--- config.mk ---
export PLATFORM = sky130hd
export DESIGN_NAME = tone_sequencer_flat
export DESIGN_NICKNAME = d
export VERILOG_FILES = /design/src/rtl/tone_sequencer_if.sv /design/src/rtl/tone_sequencer.sv /design/src/flat_wrapper.sv
export SDC_FILE = /design/constraint.sdc
export NUM_CORES = 1
export LEC_CHECK = 0
export ABC_AREA = 1
export ABC_CLOCK_PERIOD_IN_PS = 5790
export CAP_MARGIN = 10
export CORE_MARGIN = 1
export CORE_UTILIZATION = 64
export DETAILED_ROUTE_END_ITERATION = 6
export PLACE_DENSITY = 0.84
export SYNTH_ARGS = -nofsm -noshare
export SYNTH_HDL_FRONTEND = slang
export SYNTH_SLANG_ARGS = --single-unit
--- constraint.sdc ---
create_clock -name hwclk -period 5.79 [get_ports hwclk]
set_input_delay 1.158 -clock hwclk [delete_from_list [all_inputs] [get_ports hwclk]]
set_output_delay 1.158 -clock hwclk [all_outputs]
set_load 0.01 [all_outputs]
--- src/rtl/tone_sequencer_if.sv ---
// tone_sequencer_if: control and status bundle between a player host and tone_sequencer.
// Carries the start/stop/loop_en requests in and buzz/busy/done/note_idx status out.
// The host uses the master view, the sequencer uses the slave view.
interface tone_sequencer_if #(
   parameter int NOTES = 8
);
   localparam int IW = $clog2(NOTES);

   logic          start;
   logic          stop;
   logic          loop_en;
   logic          buzz;
   logic          busy;
   logic          done;
   logic [IW-1:0] note_idx;

   modport master (
      output start, stop, loop_en,
      input  buzz, busy, done, note_idx
   );

   modport slave (
      input  start, stop, loop_en,
      output buzz, busy, done, note_idx
   );
endinterface

--- src/rtl/tone_sequencer.sv ---
// tone_sequencer: plays a melody from the TABLE parameter onto a piezo pin. Each entry is a
//   (half-period, count) pair; count==0 terminates the song, half-period==0 is a rest timed by REST_HP.
// Latency: busy rises the cycle after start; each entry costs 1 LOAD cycle + 2*cnt*H TONE cycles.
// Backpressure: none; start while busy is ignored, stop aborts on the next edge with no done pulse.
// Ports: hwclk/rst (sync, active-high); bus.start/stop/loop_en in; bus.buzz/busy/done/note_idx out.
// Build option: define TONE_SEQ_GAP_EN to insert GAP_CLKS silent clocks after every non-final entry.
module tone_sequencer #(
   parameter int NOTES   = 8,
   parameter int HP_W    = 16,
   parameter int CNT_W   = 16,
   parameter int REST_HP = 1024,
`ifdef TONE_SEQ_GAP_EN
   parameter int GAP_CLKS = 256,
`endif
   parameter logic [NOTES*(HP_W+CNT_W)-1:0] TABLE = '0
) (
   input logic             hwclk,
   input logic             rst,
   tone_sequencer_if.slave bus
);
   localparam int              EW       = HP_W + CNT_W;
   localparam int              IW       = $clog2(NOTES);
   localparam logic [HP_W-1:0] REST_H   = HP_W'(REST_HP);
   localparam logic [HP_W-1:0] HP_ONE   = HP_W'(1);
   localparam logic [CNT_W:0]  HALF_ONE = (CNT_W+1)'(1);
   localparam logic [IW-1:0]   LAST_IDX = IW'(NOTES - 1);
`ifdef TONE_SEQ_GAP_EN
   localparam int              GW       = (GAP_CLKS > 1) ? $clog2(GAP_CLKS) : 1;
   localparam logic [GW-1:0]   GAP_LAST = GW'(GAP_CLKS - 1);

   typedef enum logic [1:0] {IDLE, LOAD, TONE, GAP} state_t;
`else
   typedef enum logic [1:0] {IDLE, LOAD, TONE} state_t;
`endif

   state_t            state, state_nxt;
   logic [IW-1:0]     note_idx, idx_nxt;
   logic [HP_W-1:0]   hp, hp_nxt;
   logic [CNT_W-1:0]  cnt, cnt_nxt;
   logic [HP_W-1:0]   phase, phase_nxt;
   logic [CNT_W:0]    halves, halves_nxt;   // one extra bit so 2*cnt-1 never overflows
   logic              buzz, buzz_nxt;
   logic              busy, busy_nxt;
   logic              done, done_nxt;
   logic              song_end;
`ifdef TONE_SEQ_GAP_EN
   logic [GW-1:0]     gap_cnt, gap_nxt;
`endif

   logic [EW-1:0]     entry;
   logic [HP_W-1:0]   entry_hp;
   logic [CNT_W-1:0]  entry_cnt;
   logic [HP_W-1:0]   h_eff;
   logic [CNT_W:0]    last_half;

   assign entry     = TABLE[note_idx*EW +: EW];
   assign entry_hp  = entry[HP_W-1:0];
   assign entry_cnt = entry[EW-1:HP_W];
   // Rests run the same half-period machinery on REST_HP but never toggle the pin.
   assign h_eff     = (hp == '0) ? REST_H : hp;
   // Index of the final half-period of the current entry.
   assign last_half = {cnt, 1'b0} - HALF_ONE;

   always_ff @(posedge hwclk) begin
      if (rst) begin
         state    <= IDLE;
         note_idx <= '0;
         hp       <= '0;
         cnt      <= '0;
         phase    <= '0;
         halves   <= '0;
         buzz     <= 1'b0;
         busy     <= 1'b0;
         done     <= 1'b0;
`ifdef TONE_SEQ_GAP_EN
         gap_cnt  <= '0;
`endif
      end else begin
         state    <= state_nxt;
         note_idx <= idx_nxt;
         hp       <= hp_nxt;
         cnt      <= cnt_nxt;
         phase    <= phase_nxt;
         halves   <= halves_nxt;
         buzz     <= buzz_nxt;
         busy     <= busy_nxt;
         done     <= done_nxt;
`ifdef TONE_SEQ_GAP_EN
         gap_cnt  <= gap_nxt;
`endif
      end
   end

   always_comb begin
      state_nxt  = state;
      idx_nxt    = note_idx;
      hp_nxt     = hp;
      cnt_nxt    = cnt;
      phase_nxt  = phase;
      halves_nxt = halves;
      buzz_nxt   = buzz;
      busy_nxt   = busy;
      done_nxt   = 1'b0;
      song_end   = 1'b0;
`ifdef TONE_SEQ_GAP_EN
      gap_nxt    = gap_cnt;
`endif
      // stop wins over start and over everything in flight; in IDLE it is a harmless clear.
      if (bus.stop) begin
         state_nxt  = IDLE;
         idx_nxt    = '0;
         phase_nxt  = '0;
         halves_nxt = '0;
         buzz_nxt   = 1'b0;
         busy_nxt   = 1'b0;
      end else begin
         case (state)
            IDLE: begin
               if (bus.start) begin
                  state_nxt = LOAD;
                  idx_nxt   = '0;
                  busy_nxt  = 1'b1;
               end
            end
            LOAD: begin
               hp_nxt     = entry_hp;
               cnt_nxt    = entry_cnt;
               phase_nxt  = '0;
               halves_nxt = '0;
               buzz_nxt   = 1'b0;
               if (entry_cnt == '0) song_end  = 1'b1;
               else                 state_nxt = TONE;
            end
            TONE: begin
               if (phase == h_eff - HP_ONE) begin
                  phase_nxt  = '0;
                  halves_nxt = halves + HALF_ONE;
                  if (hp != '0) buzz_nxt = ~buzz;
                  if (halves == last_half) begin
                     buzz_nxt = 1'b0;
                     if (note_idx == LAST_IDX) begin
                        song_end = 1'b1;
                     end else begin
                        idx_nxt = note_idx + IW'(1);
`ifdef TONE_SEQ_GAP_EN
                        if (GAP_CLKS > 0) begin
                           state_nxt = GAP;
                           gap_nxt   = '0;
                        end else begin
                           state_nxt = LOAD;
                        end
`else
                        state_nxt = LOAD;
`endif
                     end
                  end
               end else begin
                  phase_nxt = phase + HP_ONE;
               end
            end
`ifdef TONE_SEQ_GAP_EN
            GAP: begin
               if (gap_cnt == GAP_LAST) state_nxt = LOAD;
               else                     gap_nxt   = gap_cnt + GW'(1);
            end
`endif
            default: state_nxt = IDLE;
         endcase

         // loop_en is only looked at here, at the moment the song ends.
         if (song_end) begin
            done_nxt = 1'b1;
            if (bus.loop_en) begin
               idx_nxt   = '0;
               state_nxt = LOAD;
            end else begin
               state_nxt = IDLE;
               busy_nxt  = 1'b0;
            end
         end
      end
   end

   assign bus.buzz     = buzz;
   assign bus.busy     = busy;
   assign bus.done     = done;
   assign bus.note_idx = note_idx;
endmodule
--- src/flat_wrapper.sv ---
// flat-port wrapper written by rule: the top's interface ports become plain ports
module tone_sequencer_flat 
#(
   parameter int NOTES   = 8,
   parameter int HP_W    = 16,
   parameter int CNT_W   = 16,
   parameter int REST_HP = 1024,

   parameter logic [NOTES*(HP_W+CNT_W)-1:0] TABLE = '0
)
  (hwclk, rst, bus_start, bus_stop, bus_loop_en, bus_buzz, bus_busy, bus_done, bus_note_idx);
  tone_sequencer_if #(.NOTES(NOTES)) bus_i ();
  input logic hwclk;
  input logic rst;
  input wire logic [$bits(bus_i.start)-1:0] bus_start;
  input wire logic [$bits(bus_i.stop)-1:0] bus_stop;
  input wire logic [$bits(bus_i.loop_en)-1:0] bus_loop_en;
  output wire logic [$bits(bus_i.buzz)-1:0] bus_buzz;
  output wire logic [$bits(bus_i.busy)-1:0] bus_busy;
  output wire logic [$bits(bus_i.done)-1:0] bus_done;
  output wire logic [$bits(bus_i.note_idx)-1:0] bus_note_idx;
  assign bus_i.start = bus_start;
  assign bus_i.stop = bus_stop;
  assign bus_i.loop_en = bus_loop_en;
  assign bus_buzz = bus_i.buzz;
  assign bus_busy = bus_i.busy;
  assign bus_done = bus_i.done;
  assign bus_note_idx = bus_i.note_idx;
  tone_sequencer #(.NOTES(NOTES), .HP_W(HP_W), .CNT_W(CNT_W), .REST_HP(REST_HP), .TABLE(TABLE)) u_core (.hwclk(hwclk), .rst(rst), .bus(bus_i));
endmodule
* Word level (Yosys, flattened, before mapping) *
Cells that the tools add are included.

word-level totals
  flip-flop bits (word level) = 73
  bits of input ports = 5
  output and inout bits = 6
  logic and storage cells = 74

cells by class
  add/sub/neg operators = 5
  equal/unequal tests = 12
  shift-type cells = 1
  multiplexer cells = 35
  bitwise gates (word level) = 2
  reduce and logical (&&, ||, !) cells = 10

operator list
  cell                                                           count
  variable part select 256 x 9 -> 32 bit (first input constant)  1
  one-hot mux 17 bit (2 select lines)                            1
  zero test 16 bit                                               2
  2-to-1 mux 16 bit                                              2
  one-hot mux 16 bit (2 select lines)                            1
  2-to-1 mux 3 bit                                               6
  adder 17 x 1 -> 17 bit (second input constant)                 1
  == test 17 bit                                                 1
  2-to-1 mux 17 bit                                              1
  subtractor 17 x 1 -> 17 bit (second input constant)            1
  adder 16 x 1 -> 16 bit (second input constant)                 1
  == test 16 bit                                                 1
  nonzero test 16 bit                                            1
  subtractor 16 x 1 -> 16 bit (second input constant)            1
  2-to-1 mux 1 bit                                               14
  2-to-1 mux 2 bit                                               6
  inequality test 3 x 1 -> 1 bit (second input constant)         3
  inequality test 3 bit (second input constant)                  2
  one-hot mux 2 bit (3 select lines)                             1
  one-hot mux 3 bit (2 select lines)                             1
  AND reduction 5 bit                                            1
  one-hot mux 1 bit (2 select lines)                             2
  AND reduction 2 bit                                            2
  adder 3 x 1 -> 3 bit (second input constant)                   1
  other kinds (10)                                               11

* Depth between registers and ports, before layout *
Gate-level depths: netlist of run 1.

  word-level depth = 9
  mapped depth = 17
  depth with buffers taken out = 17

* Worst setup path after synthesis of run 1 *
Ideal clock, no wire load.

  path type = register to register
  from = register u_core.halves[0]
  to = register u_core.state[0]
  library setup time = 111 ps
  arrival = 2021 ps
  data required time = 5679 ps
  setup slack = 3657 ps
  stages on the path, launching flop included = 18
  path buffers = 0
  clock period less this slack = 2133 ps
  path through = dfxtp_1 ha_1 nand4_1 nor2_1 nand2_1 inv_2 nand3_1 nor2_1 ha_1 inv_1 nor2_1 nand4_1 nand2_1 nand2_1 nand2_1 inv_1 nor2_1 nor2_1

between the ends
  cells in the longest elaborated chain, start to end = 7
  elaborated cells on any way between the ends = 12
  classes of those cells = eq/ne: 6; mux: 5; reduce/logical: 1

ends and longest elaborated chain
  what                                                                           line                   RTL
  start, declared                                                                tone_sequencer.sv:41   logic [CNT_W:0] halves, halves_nxt;
  start signal, assigned                                                         tone_sequencer.sv:84   halves <= halves_nxt;
  == test 17 bit *                                                               tone_sequencer.sv:139  if (halves == last_half) begin
  2-to-1 mux 1 bit                                                               tone_sequencer.sv:139
  2-to-1 mux 1 bit                                                               tone_sequencer.sv:135  if (phase == h_eff - HP_ONE) begin
  one-hot mux 1 bit (2 select lines)                                             tone_sequencer.sv:117  case (state)
  2-to-1 mux 1 bit                                                               tone_sequencer.sv:109  if (bus.stop) begin
  inequality test 3 x 1 -> 1 bit (no source line), or another cell as far along  n/a
  AND reduction 5 bit (no source line)                                           n/a
  end signal, assigned                                                           tone_sequencer.sv:79   state <= state_nxt;
  end, declared                                                                  tone_sequencer.sv:36   state_t state, state_nxt;

Every way passes the cells marked *; elsewhere a longest branch is shown, timed or not. The select of a mux whose other input is x is not followed.
A chain may end at the register's enable or synchronous reset.

* Worst setup path after layout of run 1 *
Same ends and word-level chain as after synthesis.

==> impl_metrics.csv, run 1 <==
group,metric,value,unit
global_route,gr-total-overflow,0,
routing,vias_per_cell,5.291,
floorplanning,starting_density,67.11,%
clocking,ctsHtreeMaxLevel,2,
clocking,cts.clk_slew.worst_paths,0.12,ns
finish,layout-area-overhead-vs-synth,7.484,%
placement,dp.final_hpwl,3046,um
timing,fin_tns_setup,0,ns
synth,synthesized_nets,312,
worst_setup_path,timing.critical_path.fanout_max,5,
timing,max_clock_freq,390.0,MHz
timing,final_min_period_over_clock_period,44.29,%
global_route,grt_pass1_vias,1563,
min_path,worst_hold_path_type,"reg -> reg",
synth,synth.avg_cell_area,7.549,um^2
synth,cell_area_after_synthesis,2257,um^2
clocking,hold_buffers,0,
synth,synth_seq_area_share,36.36,%
worst_setup_path,criticalPathCategory,"reg -> reg",
pwr,internal_power,340.6,uW
floorplanning,dieArea,3768,um^2
pwr,static-leakage-power,0.0008580,uW
timing,timing_max_transition_violations_final,0,
timing,finalHoldViolations,0,
clocking,numClockSinks,41,
pwr,comb_power_share,6.3,%
finish,n_antenna_cell,0,
global_route,first_pass_grt_wire_length,6617,um
timing,max_slew.worst_pin.slew,0.5524,ns
routing,dr_total_vias,1894,
global_route,grt_max_degree,15,
timing,setup_viol_count_final,0,
placement,port_buffers,10,
placement,gp_congestion,0.8617,
clocking,cts_post_setup_buffers_inserted,0,
clocking,cts-buffers-inserted,5,
worst_setup_path,worstPathRequired,6.05,ns
timing,post_layout_minimum_cycle_time,2.564,ns
routing,wire_length_per_cell_after_detailed_routing,11.49,um
synth,yosys_register_bits,41,
synth,post_synth_num_cell_types,43,
floorplanning,floorplan.die.height,61.39,um
floorplanning,design.portCount,11,
pwr,netSwitchingPower,107.7,uW
clocking,worstSkewPairLatency,0.35,ns
floorplanning,die_x,61.39,um
outcome,outcome,"finished clean",
worst_setup_path,cp_data_arrival_time,2.82,ns
global_route,grtUsageTotal,23.85,%
worst_setup_path,crit_path_start_kind,"flop",
pwr,p_seq_share,63.2,%
routing,remaining_drc_errors,0,
pwr,sw_frac_of_total,24.02,%
timing,timing.slew.headroom,63.03,%
floorplanning,core-area,3363,um^2
synth,synth_warnings,0,
synth,netlist_instances,299,
finish,layout-drive-gt1-share,15.71,%
finish,final_net_count,324,
clocking,cts_buffer_depth,2,
global_route,antenna_found_initial,0,
clocking,tritoncts,"built",
routing,drt_first_iter_violations,90,
routing,antenna_left,0,
pwr,worst_ir_drop_vdd,136.4,uV
timing,fin_ws,3.226,ns
clocking,cts_root_buffer,"sky130_fd_sc_hd__clkbuf_4",
timing,finalClockSkew,0.01026,ns
clocking,cts-resized-gates,0,
worst_setup_path,critical_path.endpoint_type,"flop",
routing,drt_wl_total,4113,um
pwr,power.density,184.8,nW/um^2
run,maximum_capacitance_violations,0,
finish,final_util,72.14,%
pwr,fin_total_pwr,448.2,uW
timing,setup_repair_after_global_routing_missed_its_margin,"false",
placement,detailedPlace.worstSlack,2.915,ns
pwr,clock_power_share,30.5,%
floorplanning,fp-row-count,21,
routing,drtPass1Iterations,4,
==> area by class of cell <==
class | instances | area (um^2)
inverters | 37 | 141.4
clock buffers | 8 | 48.80
flip-flops and latches | 41 | 820.8
multi-input cells | 216 | 1257
fillers | 275 | 937.1
well taps | 46 | 57.56
repair buffers | 10 | 100.1
==> layer usage <==
metal | wire length [um] | global-route usage, % | vias to the layer above | share of wire (%)
met5 | 0 | 0 | - | 0
met4 | 63 | 8.254 | 0 | 1.5
met3 | 108 | 6.513 | 6 | 2.6
met2 | 1872 | 38.51 | 27 | 46
met1 | 2068 | 30.86 | 854 | 50
li1 | - | - | 1007 | -
==> kinds of logic after synthesis <==
group,count (synthesis),share of synthesized area [%]
AND/OR/NAND/NOR,157,36.14
AO/OA/AOI/OAI,43,12.03
buffers and inverters,42,7.927
flip-flops,41,36.36
XOR/XNOR,8,3.104
adder cells (fa/ha/maj),8,4.435
==> power by group through the flow <==
| stage | Combinational (uW) | Clock, uW | Sequential, uW |
|---|---|---|---|
| CTS | 28.4 | 141 | 283 |
| global placement | 28.2 | 0 | 290 |
| floorplan | 20.5 | 0 | 290 |
| detailed placement | 28.4 | 0 | 290 |
| global route | 31.3 | 151 | 284 |
| finish | 28.4 | 137 | 283 |
==> synthesized netlist by cell type <==
cell type | number | area, um^2
sky130_fd_sc_hd__o211ai_1 | 1 | 7.510
sky130_fd_sc_hd__or2_2 | 1 | 6.260
sky130_fd_sc_hd__nand4_1 | 7 | 43.79
sky130_fd_sc_hd__nor2_1 | 27 | 101.4
sky130_fd_sc_hd__a211oi_1 | 1 | 7.510
sky130_fd_sc_hd__o21ai_1 | 2 | 10.01
sky130_fd_sc_hd__nor2_8 | 1 | 20.02
sky130_fd_sc_hd__nand3_2 | 3 | 30.03
sky130_fd_sc_hd__inv_2 | 5 | 18.77
sky130_fd_sc_hd__ha_1 | 8 | 100.1
sky130_fd_sc_hd__a41oi_1 | 1 | 8.760
sky130_fd_sc_hd__dfxtp_1 | 41 | 820.8
sky130_fd_sc_hd__nor3b_1 | 2 | 15.01
sky130_fd_sc_hd__buf_6 | 2 | 22.52
sky130_fd_sc_hd__o21ai_4 | 1 | 16.27
sky130_fd_sc_hd__a21oi_1 | 21 | 105.1
sky130_fd_sc_hd__o22ai_1 | 1 | 6.260
sky130_fd_sc_hd__inv_4 | 1 | 6.260
sky130_fd_sc_hd__nand2_1 | 56 | 210.2
sky130_fd_sc_hd__clkbuf_1 | 2 | 7.510
sky130_fd_sc_hd__clkinv_1 | 1 | 3.750
sky130_fd_sc_hd__nor3_2 | 2 | 20.02
sky130_fd_sc_hd__nor3b_2 | 2 | 25.02
sky130_fd_sc_hd__a211oi_2 | 1 | 12.51
sky130_fd_sc_hd__inv_1 | 30 | 112.6
sky130_fd_sc_hd__a21oi_2 | 3 | 26.28
sky130_fd_sc_hd__o21ai_0 | 5 | 25.02
sky130_fd_sc_hd__nor2_2 | 15 | 93.84
sky130_fd_sc_hd__nand2_4 | 1 | 11.26
sky130_fd_sc_hd__o21bai_1 | 2 | 15.01
sky130_fd_sc_hd__nor3_1 | 13 | 65.06
sky130_fd_sc_hd__xor2_1 | 7 | 61.31
sky130_fd_sc_hd__nand3b_1 | 2 | 15.01
sky130_fd_sc_hd__nand2_8 | 1 | 20.02
sky130_fd_sc_hd__nand3_1 | 17 | 85.08
sky130_fd_sc_hd__nor2_4 | 2 | 22.52
sky130_fd_sc_hd__o21ai_2 | 1 | 8.760
sky130_fd_sc_hd__a31oi_1 | 2 | 12.51
sky130_fd_sc_hd__buf_4 | 1 | 7.510
sky130_fd_sc_hd__and3_1 | 1 | 6.260
sky130_fd_sc_hd__o211a_1 | 1 | 10.01
sky130_fd_sc_hd__nand2_2 | 4 | 25.02
sky130_fd_sc_hd__xnor2_1 | 1 | 8.760
==> stage by stage <==
stage          hold slack (ns)  area (um^2)  instances
2_1_floorplan           0.4443         2257        299
3_3_place_gp            0.4531         2377        350
3_5_place_dp            0.4367         2377        350
4_1_cts                 0.4562         2426        358
5_1_grt                 0.4747         2426        358
6_report                0.4624         2426        358
==> sequential cells by signal (all words and copies together) (netlist names) <==
register             cells
u_core.halves           17
u_core.phase            16
u_core.bus.note_idx      3
u_core.state             2
u_core.bus.busy          1
u_core.bus.buzz          1
u_core.bus.done          1
==> critical path, stage by stage (launching register included) <==
cell and delay [ns]:
sky130_fd_sc_hd__dfxtp_1 0.41, sky130_fd_sc_hd__ha_1 0.23, sky130_fd_sc_hd__nand4_1 0.22, sky130_fd_sc_hd__nor2_1 0.19, sky130_fd_sc_hd__nand2_1 0.12, sky130_fd_sc_hd__inv_2 0.08, sky130_fd_sc_hd__nand3_1 0.06, sky130_fd_sc_hd__nor2_1 0.11
sky130_fd_sc_hd__ha_1 0.22, sky130_fd_sc_hd__inv_1 0.07, sky130_fd_sc_hd__nor2_1 0.14, sky130_fd_sc_hd__nand4_1 0.11, sky130_fd_sc_hd__nand2_1 0.09, sky130_fd_sc_hd__nand2_1 0.12, sky130_fd_sc_hd__nand2_1 0.12, sky130_fd_sc_hd__inv_1 0.05
sky130_fd_sc_hd__nor2_1 0.09, sky130_fd_sc_hd__nor2_1 0.04
==> layout by cell type, fill, tap and decap left out, types with 2 or more instances in the layout <==
cell type and count:
sky130_fd_sc_hd__nand2_1 56, sky130_fd_sc_hd__dfxtp_1 41, sky130_fd_sc_hd__inv_1 30, sky130_fd_sc_hd__nor2_1 27
sky130_fd_sc_hd__a21oi_1 21, sky130_fd_sc_hd__nand3_1 17, sky130_fd_sc_hd__nor2_2 15, sky130_fd_sc_hd__nor3_1 13
sky130_fd_sc_hd__clkdlybuf4s50_1 10, sky130_fd_sc_hd__ha_1 8, sky130_fd_sc_hd__nand4_1 7, sky130_fd_sc_hd__xor2_1 7
sky130_fd_sc_hd__inv_2 5, sky130_fd_sc_hd__o21ai_0 5, sky130_fd_sc_hd__clkbuf_4 5, sky130_fd_sc_hd__nand2_2 4
sky130_fd_sc_hd__a21oi_2 3, sky130_fd_sc_hd__nand3_2 3, sky130_fd_sc_hd__clkbuf_1 3, sky130_fd_sc_hd__nor2_4 2
sky130_fd_sc_hd__o21bai_1 2, sky130_fd_sc_hd__nor3_2 2, sky130_fd_sc_hd__a31oi_1 2, sky130_fd_sc_hd__nor3b_1 2
sky130_fd_sc_hd__o21ai_1 2, sky130_fd_sc_hd__nand3b_1 2, sky130_fd_sc_hd__nor3b_2 2
==> worst paths after layout <==
| check | depth (start not counted) | start | end | slack, ns |
|---|---|---|---|---|
| worst max-delay path | 17 | u_core.halves[0] | u_core.state[0] | 3.23 |
| worst min-delay path | 2 | u_core.bus.buzz | u_core.bus.buzz | 0.46 |
| worst max register to register | 17 | u_core.halves[0] | u_core.state[0] | 3.23 |
| worst min register to register | 2 | u_core.bus.buzz | u_core.bus.buzz | 0.46 |
(Power assumes the default switching activity.)
==> run 2, diff against run 1 <==
Settings changed: ABC_CLOCK_PERIOD_IN_PS 5790 to 2300, CORE_UTILIZATION 64 to 54, PLACE_DENSITY 0.84 to 0.76.
Clock period 5.79 ns to 2.3 ns, I/O delays scaled along.
==> run 2 against run 1 <==
Effect of this change:
- global-route usage is 2.2 points lower
- clock skew is 0.0044 ns lower
- setup slack worse by 3.1 ns
- first-iteration DRC count is 53% higher
- largest power group unchanged
==> impl_metrics.csv, run 2 (synthesized netlist as in run 1, its figures left out) <==
group,metric,value,unit
clocking,cts_root_buffer,"sky130_fd_sc_hd__clkbuf_8",
clocking,numClockSinks,41,
clocking,hold_buffers,0,
timing,timing.slew.headroom,69.63,%
finish,final_cell_mix,"sky130_fd_sc_hd__nand2_1 (52), sky130_fd_sc_hd__dfxtp_1 (39), sky130_fd_sc_hd__inv_1 (30), sky130_fd_sc_hd__nor2_1 (26), sky130_fd_sc_hd__a21oi_1 (21)",
worst_setup_path,path_cells,"ha_4 -> nand4_1 -> nor2_2 -> nand2_2 -> inv_2 -> nand3_1 -> nor2_1 -> ha_2 -> inv_1 -> nor2_1 -> nand4_1 -> nand2_2 -> nand2_4 -> nand2_1 -> nand2_1 -> nor2_1 -> nor2_1",
clocking,tritoncts,"built",
timing,fin_tns_setup,0,ns
worst_setup_path,path_common_cell,"sky130_fd_sc_hd__nor2_1",
floorplanning,floorplan.die.height,66.65,um
routing,drt_first_iter_violations,138,
routing,dr_total_vias,1906,
routing,wire_length_per_cell_after_detailed_routing,11.88,um
floorplanning,dieArea,4442,um^2
clocking,cts_buffer_depth,2,
clocking,cts-buffers-inserted,5,
global_route,gr-total-overflow,0,
finish,largest-register,"u_core.halves",
pwr,static-leakage-power,0.0009435,uW
finish,max_reg_flops,17,
timing,max_clock_freq,470.1,MHz
routing,drtPass1Iterations,4,
worst_setup_path,max_stage_delay,0.37,ns
worst_setup_path,cp_slowest_cell,"sky130_fd_sc_hd__dfxtp_4",
routing,vias_per_cell,5.151,
worst_setup_path,cp_data_arrival_time,2.32,ns
outcome,outcome,"finished clean",
floorplanning,starting_density,56.43,%
clocking,cts.clk_slew.worst_paths,0.07,ns
timing,finalHoldViolations,0,
global_route,grt_max_degree,14,
finish,n_antenna_cell,0,
min_path,worst_hold_path_type,"reg -> reg",
floorplanning,fp-row-count,23,
global_route,antenna_found_initial,0,
pwr,power.density,518.0,nW/um^2
placement,dp.final_hpwl,3161,um
floorplanning,design.portCount,11,
routing,remaining_drc_errors,0,
global_route,grt_pass1_vias,1693,
placement,port_buffers,10,
worst_setup_path,crit_path_start_kind,"flop",
timing,max_slew.worst_pin.slew,0.4550,ns
timing,post_layout_minimum_cycle_time,2.127,ns
routing,antenna_left,0,
worst_setup_path,critical_path.endpoint_type,"flop",
timing,timing_max_transition_violations_final,0,
run,maximum_capacitance_violations,0,
finish,largestRegisters,"u_core.halves (17), u_core.phase (16), u_core.bus.note_idx (3)",
floorplanning,die_x,66.65,um
finish,final_net_count,333,
clocking,ctsHtreeMaxLevel,2,
pwr,worst_ir_drop_vdd,318.1,uV
worst_setup_path,critical-path-top-delay-family,"simple AND/OR/NAND/NOR gates",
worst_setup_path,worstPathRequired,2.49,ns
pwr,fin_total_pwr,1350,uW
floorplanning,core-area,4000,um^2
global_route,grtUsageTotal,21.65,%
finish,final_common_cell,"sky130_fd_sc_hd__nand2_1",
worst_setup_path,timing.critical_path.fanout_max,5,
timing,final_min_period_over_clock_period,92.48,%
routing,drt_wl_total,4395,um
finish,layout-area-overhead-vs-synth,15.47,%
clocking,worstSkewPairLatency,0.29,ns
global_route,first_pass_grt_wire_length,7251,um
placement,gp_congestion,0.8576,
finish,layout-drive-gt1-share,21.56,%
worst_setup_path,worst-path-buf-inv,2,
worst_setup_path,criticalPathCategory,"reg -> reg",
timing,finalClockSkew,0.005842,ns
timing,setup_viol_count_final,0,
-- run 2: changes by cell type in the layout (fill, tap and decap cells not counted), moves of 2 or more --
| cell | change |
|---|---|
| sky130_fd_sc_hd__buf_4 | +8 |
| sky130_fd_sc_hd__clkbuf_4 | -5 |
| sky130_fd_sc_hd__clkbuf_8 | +5 |
| sky130_fd_sc_hd__nand2_1 | -4 |
| sky130_fd_sc_hd__clkbuf_1 | -3 |
| sky130_fd_sc_hd__nand2_2 | +3 |
| sky130_fd_sc_hd__dfxtp_1 | -2 |
| sky130_fd_sc_hd__dfxtp_4 | +2 |
| sky130_fd_sc_hd__ha_1 | -2 |
-- run 2: final timing paths --
check | start | endpoint | slack, ns | cells after the start
worst max-delay path | u_core.halves[0] | u_core.state[0] | 0.17 | 17
worst min-delay path | u_core.bus.buzz | u_core.bus.buzz | 0.45 | 2
worst max register to register | u_core.halves[0] | u_core.state[0] | 0.17 | 17
worst min register to register | u_core.bus.buzz | u_core.bus.buzz | 0.45 | 2
-- run 2: worst min-delay path, delay by kind of cell (launching register included) --
family	cells	cell delay (ns)
DFF	1	0.32
and+or+nand+nor	1	0.06
AOI/OAI and AO/OA	1	0.03
-- run 2: timing repair --
action	4_1_cts	5_1_grt
resized for setup	4	9
setup buffers	1	2
setup endpoints to repair	1	7
pin swaps	3	7
hold endpoints to repair	0	0
-- run 2: layout make-up --
class                      count  area (um^2)
clock inverter                 2        35.03
timing repair buffer          19        180.2
sequential                    41        828.3
fill                         361         1394
clock buffer                   5        68.82
multi-input combinational    216         1290
inverter                      37        141.4
tap                           50        62.56
-- run 2: power breakdown --
group	switching [uW]	internal, uW	total [uW]
combinational	53.9	31.4	85.3
sequential	1.55	709	710
clock	239	315	554
-- run 2: through the flow --
step	instance area [um^2]	hold WS (ns)	cells	utilization, %	setup slack [ns]
2_1_floorplan	2257	0.4443	299	-	0.1672
3_3_place_gp	2440	0.4355	360	60.99	0.1711
3_5_place_dp	2440	0.4393	360	60.99	0.07647
4_1_cts	2559	0.4509	368	63.97	0.0006450
5_1_grt	2606	0.4817	370	65.15	-0.03062
6_report	2606	0.4514	370	65.15	0.1730
-- run 2: metal layers --
layer,vias to the layer above,part of all wire [%],wire [um],GRT usage (%)
met5,-,0,0,0
met4,0,1.9,82,9.574
met3,8,2.9,126,5.137
met2,25,46,2030,35.23
met1,856,49,2155,26.85
li1,1017,-,-,-
==> run 3, diff against run 2 <==
Settings changed: REMOVE_ABC_BUFFERS set to 1, SLEW_MARGIN set to 15.
==> run 3 against run 2 <==
Effect of this change:
- sequential share of layout area increased by 0.061 points
- core utilization decreased by 0.13 points
- fmax decreased by 2.9%
- register-to-register slack got worse by 0.06 ns
- clock power decreased by 14%
- first-iteration DRC count increased by 9.4%
- critical path depth unchanged
- routed wire length increased by 2.0%
- non-clock buffer count increased by 4
- worst hold slack improved by 0.024 ns
- global-route usage increased by 0.77 points
==> impl_metrics.csv, run 3 (synthesized netlist as in run 1, its figures left out) <==
group,metric,value,unit
floorplanning,dieArea,4442,um^2
outcome,outcome,"finished clean",
placement,port_buffers,10,
finish,largest-register,"u_core.halves",
timing,max_clock_freq,456.7,MHz
floorplanning,fp-row-count,23,
clocking,numClockSinks,41,
pwr,worst_ir_drop_vdd,446.2,uV
global_route,grt_max_degree,15,
placement,dpl-instance-area,2427,um^2
pwr,power.density,486.4,nW/um^2
min_path,hold_path.startpoint,"u_core.bus.buzz",
worst_setup_path,crit_path_start_kind,"flop",
finish,layoutNonFillerInstCount,374,
worst_setup_path,critical_path.reg2reg.startpoint,"u_core.halves[1]",
routing,remaining_drc_errors,0,
clocking,cts.clk_slew.worst_paths,0.07,ns
routing,drt_first_iter_violations,151,
finish,layout-area-overhead-vs-synth,15.24,%
timing,final_min_period_over_clock_period,95.20,%
clocking,hold_buffers,0,
worst_setup_path,critical_path.endpoint_type,"flop",
timing,timing_max_transition_violations_final,0,
worst_setup_path,path_cells,"ha_4 -> nand4_1 -> nor2_2 -> nand2_2 -> inv_2 -> nand3_1 -> nor2_1 -> ha_2 -> inv_2 -> nor2_2 -> nand4_1 -> nand2_1 -> nand2_2 -> nand2_1 -> nand2_1 -> nor2_1 -> nor2_1",
global_route,grt_pass1_vias,1864,
placement,numPlacedInstances,360,
floorplanning,floorplan.die.height,66.65,um
finish,final_util,65.03,%
floorplanning,die_x,66.65,um
timing,holdWs,0.4757,ns
run,maximum_capacitance_violations,0,
finish,final_design_area_no_fill,2601,um^2
clocking,cts-buffers-inserted,5,
timing,max_slew.worst_pin.slew,0.5617,ns
clocking,worstSkewPairLatency,0.29,ns
routing,dr_total_vias,1980,
finish,layout-drive-gt1-share,22.53,%
worst_setup_path,r2r_cells,17,
routing,drtPass1Iterations,4,
routing,antenna_left,0,
worst_setup_path,cp_slowest_cell,"sky130_fd_sc_hd__dfxtp_4",
placement,dp.final_hpwl,3221,um
clocking,cts_buffer_depth,2,
timing,finalClockSkew,0.003191,ns
floorplanning,core-area,4000,um^2
worst_setup_path,timing.critical_path.fanout_max,5,
finish,n_antenna_cell,0,
global_route,first_pass_grt_wire_length,7638,um
pwr,static-leakage-power,0.0009377,uW
routing,drt_wl_total,4481,um
clocking,cts_root_buffer,"sky130_fd_sc_hd__clkbuf_8",
routing,wire_length_per_cell_after_detailed_routing,11.98,um
finish,max_reg_flops,17,
worst_setup_path,max_stage_delay,0.37,ns
worst_setup_path,rr_endpoint,"u_core.state[0]",
clocking,tritoncts,"built",
routing,vias_per_cell,5.294,
finish,num-fill-cells,345,
min_path,worstHoldEndpoint,"u_core.bus.buzz",
floorplanning,design.portCount,11,
timing,finalHoldViolations,0,
floorplanning,starting_density,56.43,%
clocking,ctsHtreeMaxLevel,2,
min_path,worst_hold_path_type,"reg -> reg",
worst_setup_path,worstPathRequired,2.49,ns
min_path,min_delay_path_depth,2,
global_route,antenna_found_initial,0,
finish,final_cell_mix,"sky130_fd_sc_hd__nand2_1 (53), sky130_fd_sc_hd__dfxtp_1 (39), sky130_fd_sc_hd__inv_1 (29), sky130_fd_sc_hd__nor2_1 (25), sky130_fd_sc_hd__a21oi_1 (21)",
global_route,gr-total-overflow,0,
timing,setup_viol_count_final,0,
placement,gp_congestion,0.8268,
finish,largestRegisters,"u_core.halves (17), u_core.phase (16), u_core.bus.note_idx (3)",
worst_setup_path,criticalPathCategory,"reg -> reg",
timing,post_layout_minimum_cycle_time,2.190,ns
finish,final_net_count,337,
placement,detailedPlace.worstSlack,0.03172,ns
worst_setup_path,cp_data_arrival_time,2.38,ns
timing,timing.slew.headroom,62.41,%
global_route,grtUsageTotal,22.42,%
worst_setup_path,ff2ff_setup_slack,0.11,ns
finish,final_common_cell,"sky130_fd_sc_hd__nand2_1",
timing,fin_ws,0.1103,ns
run 3: timing repair:
action,in CTS,in global routing
setup endpoints to repair,0,7
buffers inserted,0,7
resized for setup,0,13
run 3: critical path: cells and delay by family (launching register included):
kind / cells / cell delay [ns]
buf+inv: 2 / 0.12
simple gates: 13 / 1.26
flops: 1 / 0.37
fa+ha+maj: 2 / 0.35
run 3: stage by stage:
| stage | setup TNS (ns) | power (uW) |
|---|---|---|
| 2_1_floorplan | 0 | 777.4 |
| 3_3_place_gp | 0 | 804.3 |
| 3_5_place_dp | 0 | 805.6 |
| 4_1_cts | 0 | 1280 |
| 5_1_grt | -0.1352 | 1322 |
| 6_report | 0 | 1265 |
run 3: where the power goes:
part           switching [uW]  internal, uW
Clock                     237           238
Combinational            50.2          29.2
Sequential               1.37           709
run 3: routing by layer:
layer	wire, um	vias up	track usage, %	part of all wire (%)
met5	0	-	0	0
met1	2029	914	27.02	45
met2	2221	32	38.38	50
met4	98	0	9.574	2.2
li1	-	1024	-	-
met3	131	10	4.281	2.9
run 3: worst max path at each step:
stage / startpoint / to / cells past startpoint
6_report: u_core.halves[1] / u_core.state[0] / 17
4_1_cts: u_core.halves[0] / u_core.state[0] / 17
5_1_grt: u_core.halves[1] / u_core.state[0] / 17
2_1_floorplan: u_core.halves[0] / u_core.state[0] / 17
3_3_place_gp: u_core.halves[0] / u_core.state[0] / 17
3_5_place_dp: u_core.halves[0] / u_core.state[0] / 17
run 3: cell type report:
class / count / area (um^2) / area share [%]
inverters: 37 / 141.4 / 5.435
well taps: 50 / 62.56 / 2.405
clock buffers: 7 / 86.33 / 3.319
repair buffers: 23 / 197.7 / 7.600
flip-flops and latches: 41 / 828.3 / 31.84
multi-input cells: 216 / 1285 / 49.40
